$ cat config.mk
export PLATFORM = sky130hd
export DESIGN_NAME = ram_fifo_ctrl_flat
export DESIGN_NICKNAME = d
export VERILOG_FILES = /design/src/rtl/ram_fifo_ctrl_if.sv /design/src/rtl/ram_fifo_ctrl.sv /design/src/flat_wrapper.sv
export SDC_FILE = /design/constraint.sdc
export NUM_CORES = 1
export LEC_CHECK = 0
export ABC_AREA = 1
export CAP_MARGIN = 25
export CORE_ASPECT_RATIO = 0.6
export CORE_MARGIN = 1
export CORE_UTILIZATION = 40
export DETAILED_ROUTE_END_ITERATION = 6
export PLACE_DENSITY = 0.7
export SLEW_MARGIN = 0
export SYNTH_ARGS = -nofsm -noshare
export SYNTH_HDL_FRONTEND = slang
export SYNTH_SLANG_ARGS = --single-unit
$ cat constraint.sdc
create_clock -name clk -period 3.65 [get_ports clk]
set_input_delay 0.9125 -clock clk [delete_from_list [all_inputs] [get_ports clk]]
set_output_delay 0.9125 -clock clk [all_outputs]
set_load 0.01 [all_outputs]
$ cat src/rtl/ram_fifo_ctrl_if.sv
// rtl/ram_fifo_ctrl_if.sv - producer/consumer side of the RAM-backed FIFO controller
interface ram_fifo_ctrl_if #(
  parameter int ADDR_WIDTH = 4,
  parameter int DATA_WIDTH = 4
);
  logic                  flush;
  logic                  push;
  logic [DATA_WIDTH-1:0] push_data;
  logic                  push_ready;
  logic                  pop;
  logic                  rd_valid;
  logic [DATA_WIDTH-1:0] rd_data;
  logic [ADDR_WIDTH:0]   count;
  logic                  empty;
  logic                  full;
  logic                  almost_full;
  logic                  overflow;
  logic                  underflow;

  modport master (
    output flush, push, push_data, pop,
    input  push_ready, rd_valid, rd_data, count,
    input  empty, full, almost_full, overflow, underflow
  );

  modport slave (
    input  flush, push, push_data, pop,
    output push_ready, rd_valid, rd_data, count,
    output empty, full, almost_full, overflow, underflow
  );
endinterface

$ cat src/rtl/ram_fifo_ctrl.sv
// rtl/ram_fifo_ctrl.sv - FIFO sequencer for an external 16x4 pseudo-dual-port RAM
module ram_fifo_ctrl #(
  parameter int ADDR_WIDTH = 4,
  parameter int DATA_WIDTH = 4,
  parameter int DEPTH      = 16,
  parameter int AF_LEVEL   = 12
) (
  input  logic                  clk,
  input  logic                  rst_n,
  ram_fifo_ctrl_if.slave        fifo,
  output logic                  ram_wr_en,
  output logic [ADDR_WIDTH-1:0] ram_addr_a,
  output logic [DATA_WIDTH-1:0] ram_data_a,
  output logic                  ram_re_en,
  output logic [ADDR_WIDTH-1:0] ram_addr_b,
  input  logic [DATA_WIDTH-1:0] ram_data_b
);
  localparam int CW = ADDR_WIDTH + 1;
  localparam logic [CW-1:0] FULL_CNT = CW'(DEPTH);
  localparam logic [CW-1:0] AF_CNT   = CW'(AF_LEVEL);

  logic [ADDR_WIDTH-1:0] wr_ptr_q;
  logic [ADDR_WIDTH-1:0] rd_ptr_q;
  logic [CW-1:0]         count_q;
  logic [CW-1:0]         count_nxt;
  logic                  empty_q;
  logic                  full_q;
  logic                  af_q;
  logic                  rd_valid_q;
  logic                  overflow_q;
  logic                  underflow_q;
  logic                  push_acc;
  logic                  pop_acc;

  // rst_n is active-high here; gating keeps the RAM idle while it is held.
  always_comb begin
    push_acc  = fifo.push & ~full_q  & ~fifo.flush & ~rst_n;
    pop_acc   = fifo.pop  & ~empty_q & ~fifo.flush & ~rst_n;
    count_nxt = count_q;
    if (push_acc && !pop_acc) begin
      count_nxt = count_q + 1'b1;
    end else if (pop_acc && !push_acc) begin
      count_nxt = count_q - 1'b1;
    end
  end

  always_ff @(posedge clk or posedge rst_n) begin
    if (rst_n) begin
      wr_ptr_q    <= '0;
      rd_ptr_q    <= '0;
      count_q     <= '0;
      empty_q     <= 1'b1;
      full_q      <= 1'b0;
      af_q        <= 1'b0;
      rd_valid_q  <= 1'b0;
      overflow_q  <= 1'b0;
      underflow_q <= 1'b0;
    end else if (fifo.flush) begin
      wr_ptr_q    <= '0;
      rd_ptr_q    <= '0;
      count_q     <= '0;
      empty_q     <= 1'b1;
      full_q      <= 1'b0;
      af_q        <= 1'b0;
      rd_valid_q  <= 1'b0;
      overflow_q  <= 1'b0;
      underflow_q <= 1'b0;
    end else begin
      if (push_acc) wr_ptr_q <= wr_ptr_q + 1'b1;
      if (pop_acc)  rd_ptr_q <= rd_ptr_q + 1'b1;
      count_q     <= count_nxt;
      empty_q     <= (count_nxt == '0);
      full_q      <= (count_nxt == FULL_CNT);
      af_q        <= (count_nxt >= AF_CNT);
      rd_valid_q  <= pop_acc;
      overflow_q  <= overflow_q  | (fifo.push & full_q);
      underflow_q <= underflow_q | (fifo.pop  & empty_q);
    end
  end

  assign ram_wr_en   = push_acc;
  assign ram_addr_a  = wr_ptr_q;
  assign ram_data_a  = fifo.push_data;
  assign ram_re_en   = pop_acc;
  assign ram_addr_b  = rd_ptr_q;

  assign fifo.push_ready  = ~full_q;
  assign fifo.rd_valid    = rd_valid_q;
  assign fifo.rd_data     = ram_data_b;
  assign fifo.count       = count_q;
  assign fifo.empty       = empty_q;
  assign fifo.full        = full_q;
  assign fifo.almost_full = af_q;
  assign fifo.overflow    = overflow_q;
  assign fifo.underflow   = underflow_q;
endmodule

$ cat src/flat_wrapper.sv
// flat-port wrapper written by rule: the top's interface ports become plain ports
module ram_fifo_ctrl_flat 
#(
  parameter int ADDR_WIDTH = 4,
  parameter int DATA_WIDTH = 4,
  parameter int DEPTH      = 16,
  parameter int AF_LEVEL   = 12
)
  (clk, rst_n, ram_wr_en, ram_addr_a, ram_data_a, ram_re_en, ram_addr_b, ram_data_b, fifo_flush, fifo_push, fifo_push_data, fifo_pop, fifo_push_ready, fifo_rd_valid, fifo_rd_data, fifo_count, fifo_empty, fifo_full, fifo_almost_full, fifo_overflow, fifo_underflow);
  ram_fifo_ctrl_if #(.ADDR_WIDTH(ADDR_WIDTH), .DATA_WIDTH(DATA_WIDTH)) fifo_i ();
  input  logic clk;
  input  logic rst_n;
  output logic ram_wr_en;
  output logic [ADDR_WIDTH-1:0] ram_addr_a;
  output logic [DATA_WIDTH-1:0] ram_data_a;
  output logic ram_re_en;
  output logic [ADDR_WIDTH-1:0] ram_addr_b;
  input  logic [DATA_WIDTH-1:0] ram_data_b;
  input wire logic [$bits(fifo_i.flush)-1:0] fifo_flush;
  input wire logic [$bits(fifo_i.push)-1:0] fifo_push;
  input wire logic [$bits(fifo_i.push_data)-1:0] fifo_push_data;
  input wire logic [$bits(fifo_i.pop)-1:0] fifo_pop;
  output wire logic [$bits(fifo_i.push_ready)-1:0] fifo_push_ready;
  output wire logic [$bits(fifo_i.rd_valid)-1:0] fifo_rd_valid;
  output wire logic [$bits(fifo_i.rd_data)-1:0] fifo_rd_data;
  output wire logic [$bits(fifo_i.count)-1:0] fifo_count;
  output wire logic [$bits(fifo_i.empty)-1:0] fifo_empty;
  output wire logic [$bits(fifo_i.full)-1:0] fifo_full;
  output wire logic [$bits(fifo_i.almost_full)-1:0] fifo_almost_full;
  output wire logic [$bits(fifo_i.overflow)-1:0] fifo_overflow;
  output wire logic [$bits(fifo_i.underflow)-1:0] fifo_underflow;
  assign fifo_i.flush = fifo_flush;
  assign fifo_i.push = fifo_push;
  assign fifo_i.push_data = fifo_push_data;
  assign fifo_i.pop = fifo_pop;
  assign fifo_push_ready = fifo_i.push_ready;
  assign fifo_rd_valid = fifo_i.rd_valid;
  assign fifo_rd_data = fifo_i.rd_data;
  assign fifo_count = fifo_i.count;
  assign fifo_empty = fifo_i.empty;
  assign fifo_full = fifo_i.full;
  assign fifo_almost_full = fifo_i.almost_full;
  assign fifo_overflow = fifo_i.overflow;
  assign fifo_underflow = fifo_i.underflow;
  ram_fifo_ctrl #(.ADDR_WIDTH(ADDR_WIDTH), .DATA_WIDTH(DATA_WIDTH), .DEPTH(DEPTH), .AF_LEVEL(AF_LEVEL)) u_core (.clk(clk), .rst_n(rst_n), .fifo(fifo_i), .ram_wr_en(ram_wr_en), .ram_addr_a(ram_addr_a), .ram_data_a(ram_data_a), .ram_re_en(ram_re_en), .ram_addr_b(ram_addr_b), .ram_data_b(ram_data_b));
endmodule
== Word-level counts from Yosys, hierarchy flattened ==
Cells that the tools add are included.
Word-level totals
  flip-flop bits (word level): 19
  input port bits: 13
  output and inout port bits: 30
  word-level logic and storage cells: 49
Operators by class
  add/sub/neg operators: 4
  magnitude comparators: 1
  equality and inequality tests: 1
  multiplexer cells: 13
  bitwise operators: 14
  reduce and logical (&&, ||, !) cells: 7
Operators by type and width (count)
  two-way mux 4 bit: 4
  two-way mux 5 bit: 3
  adder 4 x 1 -> 4 bit, second input constant: 2
  bitwise AND 1 bit: 8
  two-way mux 1 bit: 6
  adder 5 x 1 -> 5 bit, second input constant: 1
  == test 5 bit, second input constant: 1
  >= comparator 5 x 4 -> 1 bit, second input constant: 1
  logical NOT 5 bit: 1
  subtractor 5 x 1 -> 5 bit, second input constant: 1
  inverter 1 bit: 4
  nonzero test 2 bit: 2
  logical AND 1 bit: 2
  logical NOT 1 bit: 2
  OR 1 bit: 2

== Logic depth before layout (Yosys ltp) ==
Gate-level depths: netlist of run 1.
  depth in word-level cells: 10
  mapped depth: 11
  depth with buffers taken out: 11

== Worst setup path after synthesis of run 1 ==
OpenSTA, ideal clock, no wires.
  path type: input to output
  start: in rst_n
  end: out ram_re_en
  data arrival time: 1.461 ns
  data required time: 2.738 ns
  slack: 1.277 ns
  stages: 3
  path buffers: 0
  path through: inv_2 nand2_4 nor2_8
Between the ends
  word-level cells in the longest chain between the ends: 2
RTL lines
  start: declaration: line flat_wrapper.sv:12  | input logic rst_n;
  inverter 1 bit: line ram_fifo_ctrl.sv:38  | pop_acc = fifo.pop & ~empty_q & ~fifo.flush & ~rst_n;
  bitwise AND 1 bit: line ram_fifo_ctrl.sv:38
  end: declaration: line flat_wrapper.sv:16  | output logic ram_re_en;
Every way passes these cells.

== Worst setup path after layout of run 1 ==
  start: in fifo_pop
  end: out ram_re_en
Between the ends
  word-level cells in the longest chain between the ends: 3
RTL lines
  start: declaration: line flat_wrapper.sv:22  | input wire logic [$bits(fifo_i.pop)-1:0] fifo_pop;
  bitwise AND 1 bit (3 in series): line ram_fifo_ctrl.sv:38
Every way passes these cells.

==> qor.yml, run 1 <==
core_sq_um: 2660
crit_path_start_kind: "input pin"
maxSlewViolCount: 0
vdd_drop_max_mv: 0.198
cts_made_buffers: 3
ff2ff_setup_slack_ps: 2080
syn_area_per_cell_sq_um: 8.37
share_comb_of_total_power: 0.237
ctsHoldBuffers: 0
nNetsFinal: 184
initial_utilization: 0.450
viasPerCell: 4.75
hpwlAfterDp_um: 2040
clockPowerShare: 0.294
seq_power_share: 0.469
crit_top_cell: "clkdlybuf4s50_1"
r2r_cells: 11
grt_max_degree: 20
remaining_drc_errors: 0
grt_pass1_wl_um: 4600
vias: 978
relSlewSlack: 0.829
cts_resized: 0
leakagePower_nw: 0.731
min_path_type: "reg2reg"
cts_tree: "yes"
p_switching_mw: 0.158
critPathCapture: "ram_re_en"
ys_types: 25
maxCapViolCount: 0
root_buffer: "clkbuf_8"
rsz0062_at_grt: "false"
setup_violations: 0
cts_setup_buffers: 0
timing.rr.start: "u_core.fifo.count[0]$_DFF_PP0_"
layout_commonest_cell: "nand2_1"
gp_congestion: 0.929
synth_fp_nets: 160
dp.cells: 202
die_area_sq_um: 3220
p_sw_frac: 0.305
fin_cells: 206
outcome: "complete, no violations"
first_pass_iters: 4
area_growth_pct: 25.0
drive_gt1_frac: 0.193
io_pins: 43
final_cell_mix: "27 x nand2_1, 26 x clkdlybuf4s50_1, 18 x dfrtp_1"
yosys_warnings: 0
clk_latency_ps: 260
finClkSkew_ps: 4.06
cp-end-kind: "output port"
die_h_um: 44.4
hold-worst-slack_ps: 468
p_int_mw: 0.359
portBuffers: 26
criticalPathCategory: "in2out"
drt_wl_total_um: 2700
fin_crit_sh: 0.901
rr_endpoint: "u_core.fifo.full$_DFF_PP0_"
h-tree-depth: 1
grt_pass1_vias: 982
tightestPinTransition_ps: 256
fin_util: 0.562
cts.path.max_buffers: 2
place_ws_ps: 368
synth_seq_cells: 19
worst_slack_ps: 362
syn-cell-area_sq_um: 1200
slowest_stage: "clkdlybuf4s50_1"
critical_path_required_ps: 2740
diodes: 0
drtIter0Drc: 79
n_fill_cell: 260
fin_setup_tns_ps: 0
ys_seq_area_frac: 0.398
row_count: 14
final_antenna_net_count: 0
cts.clk_slew.worst_paths_ps: 70
critPathArrivalTime_ps: 2380
max_freq_ghz: 0.304
routedWlPerCell_um: 13.1
synth_cells: 143
final-hold-violation-count: 0
cts_sinks: 19
p_per_area_nw_per_um2: 345
worstPathCellList: "clkdlybuf4s50_1 -> nand2_2 -> nor2_8 -> clkdlybuf4s50_1"
period_minus_slack_ps: 3290
track_usage: 0.191
cp_max_fo: 8
die_w_um: 72.6
slowest_delay_ps: 570
critical_path.startpoint: "fifo_pop"
gr-total-overflow: 0
antenna_found_initial: 0
-- synthesized netlist by cell type, drive strengths merged --
master | count | area (sq um)
buf | 9 | 71.3
dfrtp | 18 | 450
nand3 | 17 | 133
nand2 | 33 | 144
nor3 | 1 | 5.00
ha | 4 | 50.1
a21oi | 10 | 53.8
inv | 17 | 63.8
dfstp | 1 | 26.3
nor2 | 21 | 125
o21ai | 9 | 45.0
clkinv | 2 | 21.3
a22o | 1 | 8.76
-- final cells by class --
cell class,count,area [sq um],share of cell area
Sequential cell,19,477,0.319
Timing Repair Buffer,28,275,0.184
Multi-Input combinational cell,96,564,0.377
Clock buffer,4,45.0,0.0301
Inverter,19,85.1,0.0569
Tap cell,40,50.0,0.0334
-- worst max-delay path, delay by kind of cell --
family | cells | cell delay (ps)
buffers and inverters | 2 | 1100
AND/OR/NAND/NOR | 2 | 360
-- worst min-delay path by stage --
stage | start | to | slack, ps | cells after the start
4_1_cts | u_core.ram_addr_b[3]$_DFFE_PP0P_ | u_core.ram_addr_b[3]$_DFFE_PP0P_ | 470 | 1
3_5_place_dp | u_core.ram_addr_b[3]$_DFFE_PP0P_ | u_core.ram_addr_b[3]$_DFFE_PP0P_ | 450 | 1
2_1_floorplan | u_core.ram_addr_a[3]$_DFFE_PP0P_ | u_core.ram_addr_a[3]$_DFFE_PP0P_ | 500 | 1
3_3_place_gp | u_core.ram_addr_a[3]$_DFFE_PP0P_ | u_core.ram_addr_a[3]$_DFFE_PP0P_ | 460 | 1
6_report | u_core.ram_addr_b[3]$_DFFE_PP0P_ | u_core.ram_addr_b[3]$_DFFE_PP0P_ | 470 | 1
5_1_grt | u_core.ram_addr_b[3]$_DFFE_PP0P_ | u_core.ram_addr_b[3]$_DFFE_PP0P_ | 530 | 1
-- metal layers --
layer | track usage | up-vias | share of wire
met5 | 0 | - | 0
met4 | 0.0118 | 0 | 0
met3 | 0.0638 | 0 | 0.067
met2 | 0.282 | 31 | 0.39
met1 | 0.285 | 453 | 0.54
li1 | - | 494 | -
-- metrics by stage --
| step | total power, mW | cell area [sq um] |
|---|---|---|
| finish | 0.516 | 1500 |
| global route | 0.545 | 1500 |
| CTS | 0.521 | 1500 |
| detailed placement | 0.368 | 1450 |
| global placement | 0.365 | 1450 |
| floorplan | 0.323 | 1200 |
-- registers in the layout, summed over array words and instances, names as in the netlist --
name / flops
u_core.fifo.underflow: 1
u_core.ram_addr_a: 4
u_core.fifo.almost_full: 1
u_core.fifo.overflow: 1
u_core.fifo.empty: 1
u_core.fifo.rd_valid: 1
u_core.ram_addr_b: 4
u_core.fifo.full: 1
u_core.fifo.count: 5
-- logic make-up after synthesis --
family / Yosys count / share of synthesized area
buffers and inverters: 28 / 0.131
AND/OR/NAND/NOR: 72 / 0.340
flip-flops: 19 / 0.398
AO/OA/AOI/OAI: 20 / 0.0899
adder cells (fa/ha/maj): 4 / 0.0418
-- power groups by stage --
stage	logic, mW	registers [mW]	clock network [mW]
6_report	0.122	0.242	0.152
3_5_place_dp	0.122	0.246	0
2_1_floorplan	0.0728	0.251	0
5_1_grt	0.135	0.246	0.164
4_1_cts	0.123	0.242	0.156
3_3_place_gp	0.119	0.246	0
Note: power is estimated with default switching activity, not from simulation.
==> run 2, diff against run 1 <==
--- a/config.mk
+++ b/config.mk
@@ -6,12 +6,15 @@
 export NUM_CORES = 1
 export LEC_CHECK = 0
 export ABC_AREA = 1
+export ABC_CLOCK_PERIOD_IN_PS = 3650
 export CAP_MARGIN = 25
 export CORE_ASPECT_RATIO = 0.6
 export CORE_MARGIN = 1
 export CORE_UTILIZATION = 40
 export DETAILED_ROUTE_END_ITERATION = 6
-export PLACE_DENSITY = 0.7
+export DONT_BUFFER_PORTS = 1
+export PLACE_DENSITY = 0.51
+export SKIP_CTS_REPAIR_TIMING = 1
 export SLEW_MARGIN = 0
 export SYNTH_ARGS = -nofsm -noshare
 export SYNTH_HDL_FRONTEND = slang
==> run 2 against run 1 <==
Worst hold slack improved by 61 ps. Utilization decreased by 10 points. First-iteration DRC count decreased by 84%. Cell count decreased by 14%. Total power decreased by 8.4%. Die area unchanged. Wire length decreased by 8.7%. Largest cell class unchanged. Largest power group unchanged.
==> qor.yml, run 2 (same netlist as run 1, synthesis figures left out) <==
outcome: "complete, no violations"
root_buffer: "clkbuf_8"
h-tree-depth: 1
vias: 878
diodes: 0
wl_met3_um: 185
viasPerCell: 4.93
fin_setup_tns_ps: 0
period_minus_slack_ps: 2510
cp-end-kind: "output port"
max_freq_ghz: 0.399
routedWlPerCell_um: 13.9
area_growth_pct: 2.09
ff2ff_setup_slack_ps: 1980
layout_commonest_cell: "nand2_1"
top_layer_used: "met4"
gr-total-overflow: 0
finClkSkew_ps: 1.01
tightestPinTransition_ps: 449
cts.path.max_buffers: 2
min_path_type: "reg2reg"
placed_cell_area_sq_um: 1180
maxSlewViolCount: 0
grt_pass1_wl_um: 4200
drtIter0Drc: 13
first_pass_iters: 4
cts.clk_slew.worst_paths_ps: 70
final-hold-violation-count: 0
nNetsFinal: 156
critical_path_required_ps: 2740
largest_reg_flops: 5
portBuffers: 0
p_per_area_nw_per_um2: 387
die_h_um: 44.4
maxCapViolCount: 0
initial_utilization: 0.450
wl_met1_um: 1260
critPathArrivalTime_ps: 1590
relSlewSlack: 0.700
leakagePower_nw: 0.631
track_usage: 0.179
gp_congestion: 0.800
clk_latency_ps: 260
fin_util: 0.459
setup_violations: 0
cp_max_fo: 20
cts_made_buffers: 3
rsz0062_at_grt: "false"
core_sq_um: 2660
fin_crit_sh: 0.686
cts_sinks: 19
remaining_drc_errors: 0
cts_tree: "yes"
drt_wl_total_um: 2470
final_cell_mix: "27 x nand2_1, 18 x dfrtp_1, 15 x inv_1"
die_area_sq_um: 3220
grt_pass1_vias: 846
row_count: 14
final_antenna_net_count: 0
wl_met2_um: 1000
hpwlAfterDp_um: 1940
die_w_um: 72.6
grt_max_degree: 21
design_area_sq_um: 1220
antenna_found_initial: 0
vdd_drop_max_mv: 0.296
io_pins: 43
drive_gt1_frac: 0.225
criticalPathCategory: "in2out"
crit_path_start_kind: "input pin"
[run 2: power breakdown]
group / switching [mW] / total, mW / internal, mW
registers: 0.0266 / 0.253 / 0.226
logic: 0.0479 / 0.0726 / 0.0247
clock network: 0.0719 / 0.148 / 0.0760
total: 0.146 / 0.473 / 0.327
[run 2: final timing paths]
path,startpoint,end,cells after the start
worst max register to register,u_core.fifo.count[0]$_DFF_PP0_,u_core.fifo.full$_DFF_PP0_,11
worst min-delay path,u_core.ram_addr_a[3]$_DFFE_PP0P_,u_core.ram_addr_a[3]$_DFFE_PP0P_,1
min in group asynchronous,rst_n,u_core.fifo.full$_DFF_PP0_,1
worst max-delay path,rst_n,ram_wr_en,3
max in group asynchronous,rst_n,u_core.fifo.empty$_DFF_PP1_,1
worst min register to register,u_core.ram_addr_a[3]$_DFFE_PP0P_,u_core.ram_addr_a[3]$_DFFE_PP0P_,1
[run 2: final cells by class]
type | count | area [sq um]
multi-input cells | 96 | 564
flip-flops and latches | 19 | 477
clock inverters | 1 | 5.00
inverters | 19 | 85.1
fillers | 262 | 1440
clock buffers | 3 | 41.3
well taps | 40 | 50.0
[run 2: stage by stage]
| step | worst slack, ps | total power, mW | hold WS (ps) | instances |
|---|---|---|---|---|
| CTS | 1110 | 0.478 | 540 | 178 |
| floorplan | 1280 | 0.323 | 497 | 143 |
| global placement | 1140 | 0.328 | 517 | 174 |
| detailed placement | 1110 | 0.330 | 528 | 174 |
| global route | 1020 | 0.507 | 565 | 178 |
| finish | 1140 | 0.473 | 530 | 178 |
[run 2: worst max-delay path, stage by stage]
cell,delay (ps)
inv_2,320
nand2_4,140
nor2_4,210
[run 2: metal layers]
metal,GRT usage,vias to the layer above
met5,0,-
met4,0.0353,0
met3,0.0729,6
met2,0.254,25
met1,0.257,408
li1,-,439
==> run 3, diff against run 2 <==
--- a/config.mk
+++ b/config.mk
@@ -6,14 +6,14 @@
 export NUM_CORES = 1
 export LEC_CHECK = 0
 export ABC_AREA = 1
-export ABC_CLOCK_PERIOD_IN_PS = 3650
+export ABC_CLOCK_PERIOD_IN_PS = 2100
 export CAP_MARGIN = 25
 export CORE_ASPECT_RATIO = 0.6
 export CORE_MARGIN = 1
 export CORE_UTILIZATION = 40
 export DETAILED_ROUTE_END_ITERATION = 6
 export DONT_BUFFER_PORTS = 1
-export PLACE_DENSITY = 0.51
+export PLACE_DENSITY = 0.53
 export SKIP_CTS_REPAIR_TIMING = 1
 export SLEW_MARGIN = 0
 export SYNTH_ARGS = -nofsm -noshare
==> constraint.sdc (replaced) <==
create_clock -name clk -period 2.1 [get_ports clk]
set_input_delay 0.525 -clock clk [delete_from_list [all_inputs] [get_ports clk]]
set_output_delay 0.525 -clock clk [all_outputs]
set_load 0.01 [all_outputs]
==> run 3 against run 2 <==
Worst setup slack got worse by 770 ps. Global-route usage down 1.5 points. Final area rose by 0.51%. Combinational power up 72%. Critical path depth did not move. Largest power group unchanged. Utilization grew 0.23 points. Clock power is 69% higher. Cell count grew 0.56%.
==> qor.yml, run 3 (same netlist as run 1, synthesis figures left out) <==
outcome: "complete, no violations"
leakagePower_nw: 0.633
tightestPinTransition_ps: 305
cts_made_buffers: 3
final-hold-violation-count: 0
fin_util: 0.461
cts.clk_slew.worst_paths_ps: 70
h-tree-depth: 1
routedWlPerCell_um: 12.8
clk_latency_ps: 250
first_pass_iters: 4
track_usage: 0.164
cp_max_fo: 5
timing.rr.start: "u_core.fifo.count[0]$_DFF_PP0_"
drtIter0Drc: 47
finClkSkew_ps: 3.64
criticalPathCategory: "reg2out"
slowest_delay_ps: 470
grt_max_degree: 20
drt_wl_total_um: 2300
maxSlewViolCount: 0
crit_path_start_kind: "flip-flop"
core_sq_um: 2660
n_fill_cell: 283
largest_reg_flops: 5
final_cell_mix: "27 x nand2_1, 18 x dfrtp_1, 15 x inv_1"
power_mw: 0.816
relSlewSlack: 0.797
slowest_stage: "dfrtp_1"
fin_setup_tns_ps: 0
critPathCapture: "ram_wr_en"
maxCapViolCount: 0
setup_violations: 0
drive_gt1_frac: 0.223
rsz0062_at_grt: "false"
cts_sinks: 19
cts.path.max_buffers: 2
ff2ff_setup_slack_ps: 510
grt_pass1_wl_um: 3880
vias: 863
root_buffer: "clkbuf_8"
grt_pass1_vias: 813
r2r_cells: 11
cp-end-kind: "output port"
final_antenna_net_count: 0
area_growth_pct: 2.61
row_count: 14
gp_congestion: 0.870
rr_endpoint: "u_core.fifo.full$_DFF_PP0_"
cts_tree: "yes"
fin_crit_sh: 0.823
max_freq_ghz: 0.579
hpwlAfterDp_um: 1770
critical_path_required_ps: 1570
diodes: 0
die_w_um: 72.6
nNetsFinal: 157
die_h_um: 44.4
viasPerCell: 4.82
remaining_drc_errors: 0
initial_utilization: 0.450
min_path_type: "in2async"
layout_commonest_cell: "nand2_1"
vdd_drop_max_mv: 0.373
die_area_sq_um: 3220
worstPathCellList: "inv_2 -> nand2_2 -> nor2_4"
antenna_found_initial: 0
critPathArrivalTime_ps: 1200
gr-total-overflow: 0
period_minus_slack_ps: 1730
io_pins: 43
p_per_area_nw_per_um2: 664
portBuffers: 0
critical_path.startpoint: "u_core.fifo.full$_DFF_PP0_"
[run 3: cell count changes in the layout (fill, tap and decap cells not counted), sizes merged]
cell    change
clkinv      -1
clkbuf      +1
buf         +1
[run 3: worst max-delay path: cells and delay by family, from the launching register on]
family        cells  cell delay (ps)
simple gates      2              360
flops             1              470
buf+inv           1              130
[run 3: stage by stage]
stage / instance area [sq um] / worst slack [ps] / std cells / hold WS [ps]
after floorplan: 1200 / 502 / 143 / 387
after global placement: 1180 / 517 / 175 / 515
after detailed placement: 1180 / 518 / 175 / 503
after CTS: 1230 / 362 / 179 / 225
after global routing: 1230 / 304 / 179 / 238
final: 1230 / 372 / 179 / 218
[run 3: worst min path at each step]
stage / slack [ps] / from / end
2_1_floorplan: 390 / rst_n / u_core.fifo.almost_full$_DFF_PP0_
3_3_place_gp: 510 / rst_n / u_core.ram_addr_b[0]$_DFFE_PP0P_
3_5_place_dp: 500 / rst_n / u_core.fifo.rd_valid$_DFF_PP0_
4_1_cts: 230 / rst_n / u_core.fifo.overflow$_DFF_PP0_
5_1_grt: 240 / rst_n / u_core.fifo.rd_valid$_DFF_PP0_
6_report: 220 / rst_n / u_core.ram_addr_b[1]$_DFFE_PP0P_
[run 3: final cells by class]
type | count | area (sq um) | share of cell area
tap | 40 | 50.0 | 0.0407
timing repair buffer | 1 | 7.51 | 0.00611
clock buffer | 4 | 45.0 | 0.0367
inverter | 19 | 85.1 | 0.0692
sequential | 19 | 477 | 0.388
multi-input combinational | 96 | 564 | 0.459
[run 3: power breakdown]
| part | internal [mW] | total [mW] | switching (mW) | leakage, nW |
|---|---|---|---|---|
| combinational | 0.0441 | 0.125 | 0.0814 | 0.353 |
| sequential | 0.393 | 0.440 | 0.0467 | 0.257 |
| clock | 0.135 | 0.250 | 0.116 | 0.0228 |
[run 3: layer usage]
metal / vias up / GRT usage / wire, um
met5: - / 0 / 0
met1: 388 / 0.249 / 1250
li1: 440 / - / -
met2: 29 / 0.215 / 840
met4: 0 / 0.0392 / 19
met3: 6 / 0.0638 / 185
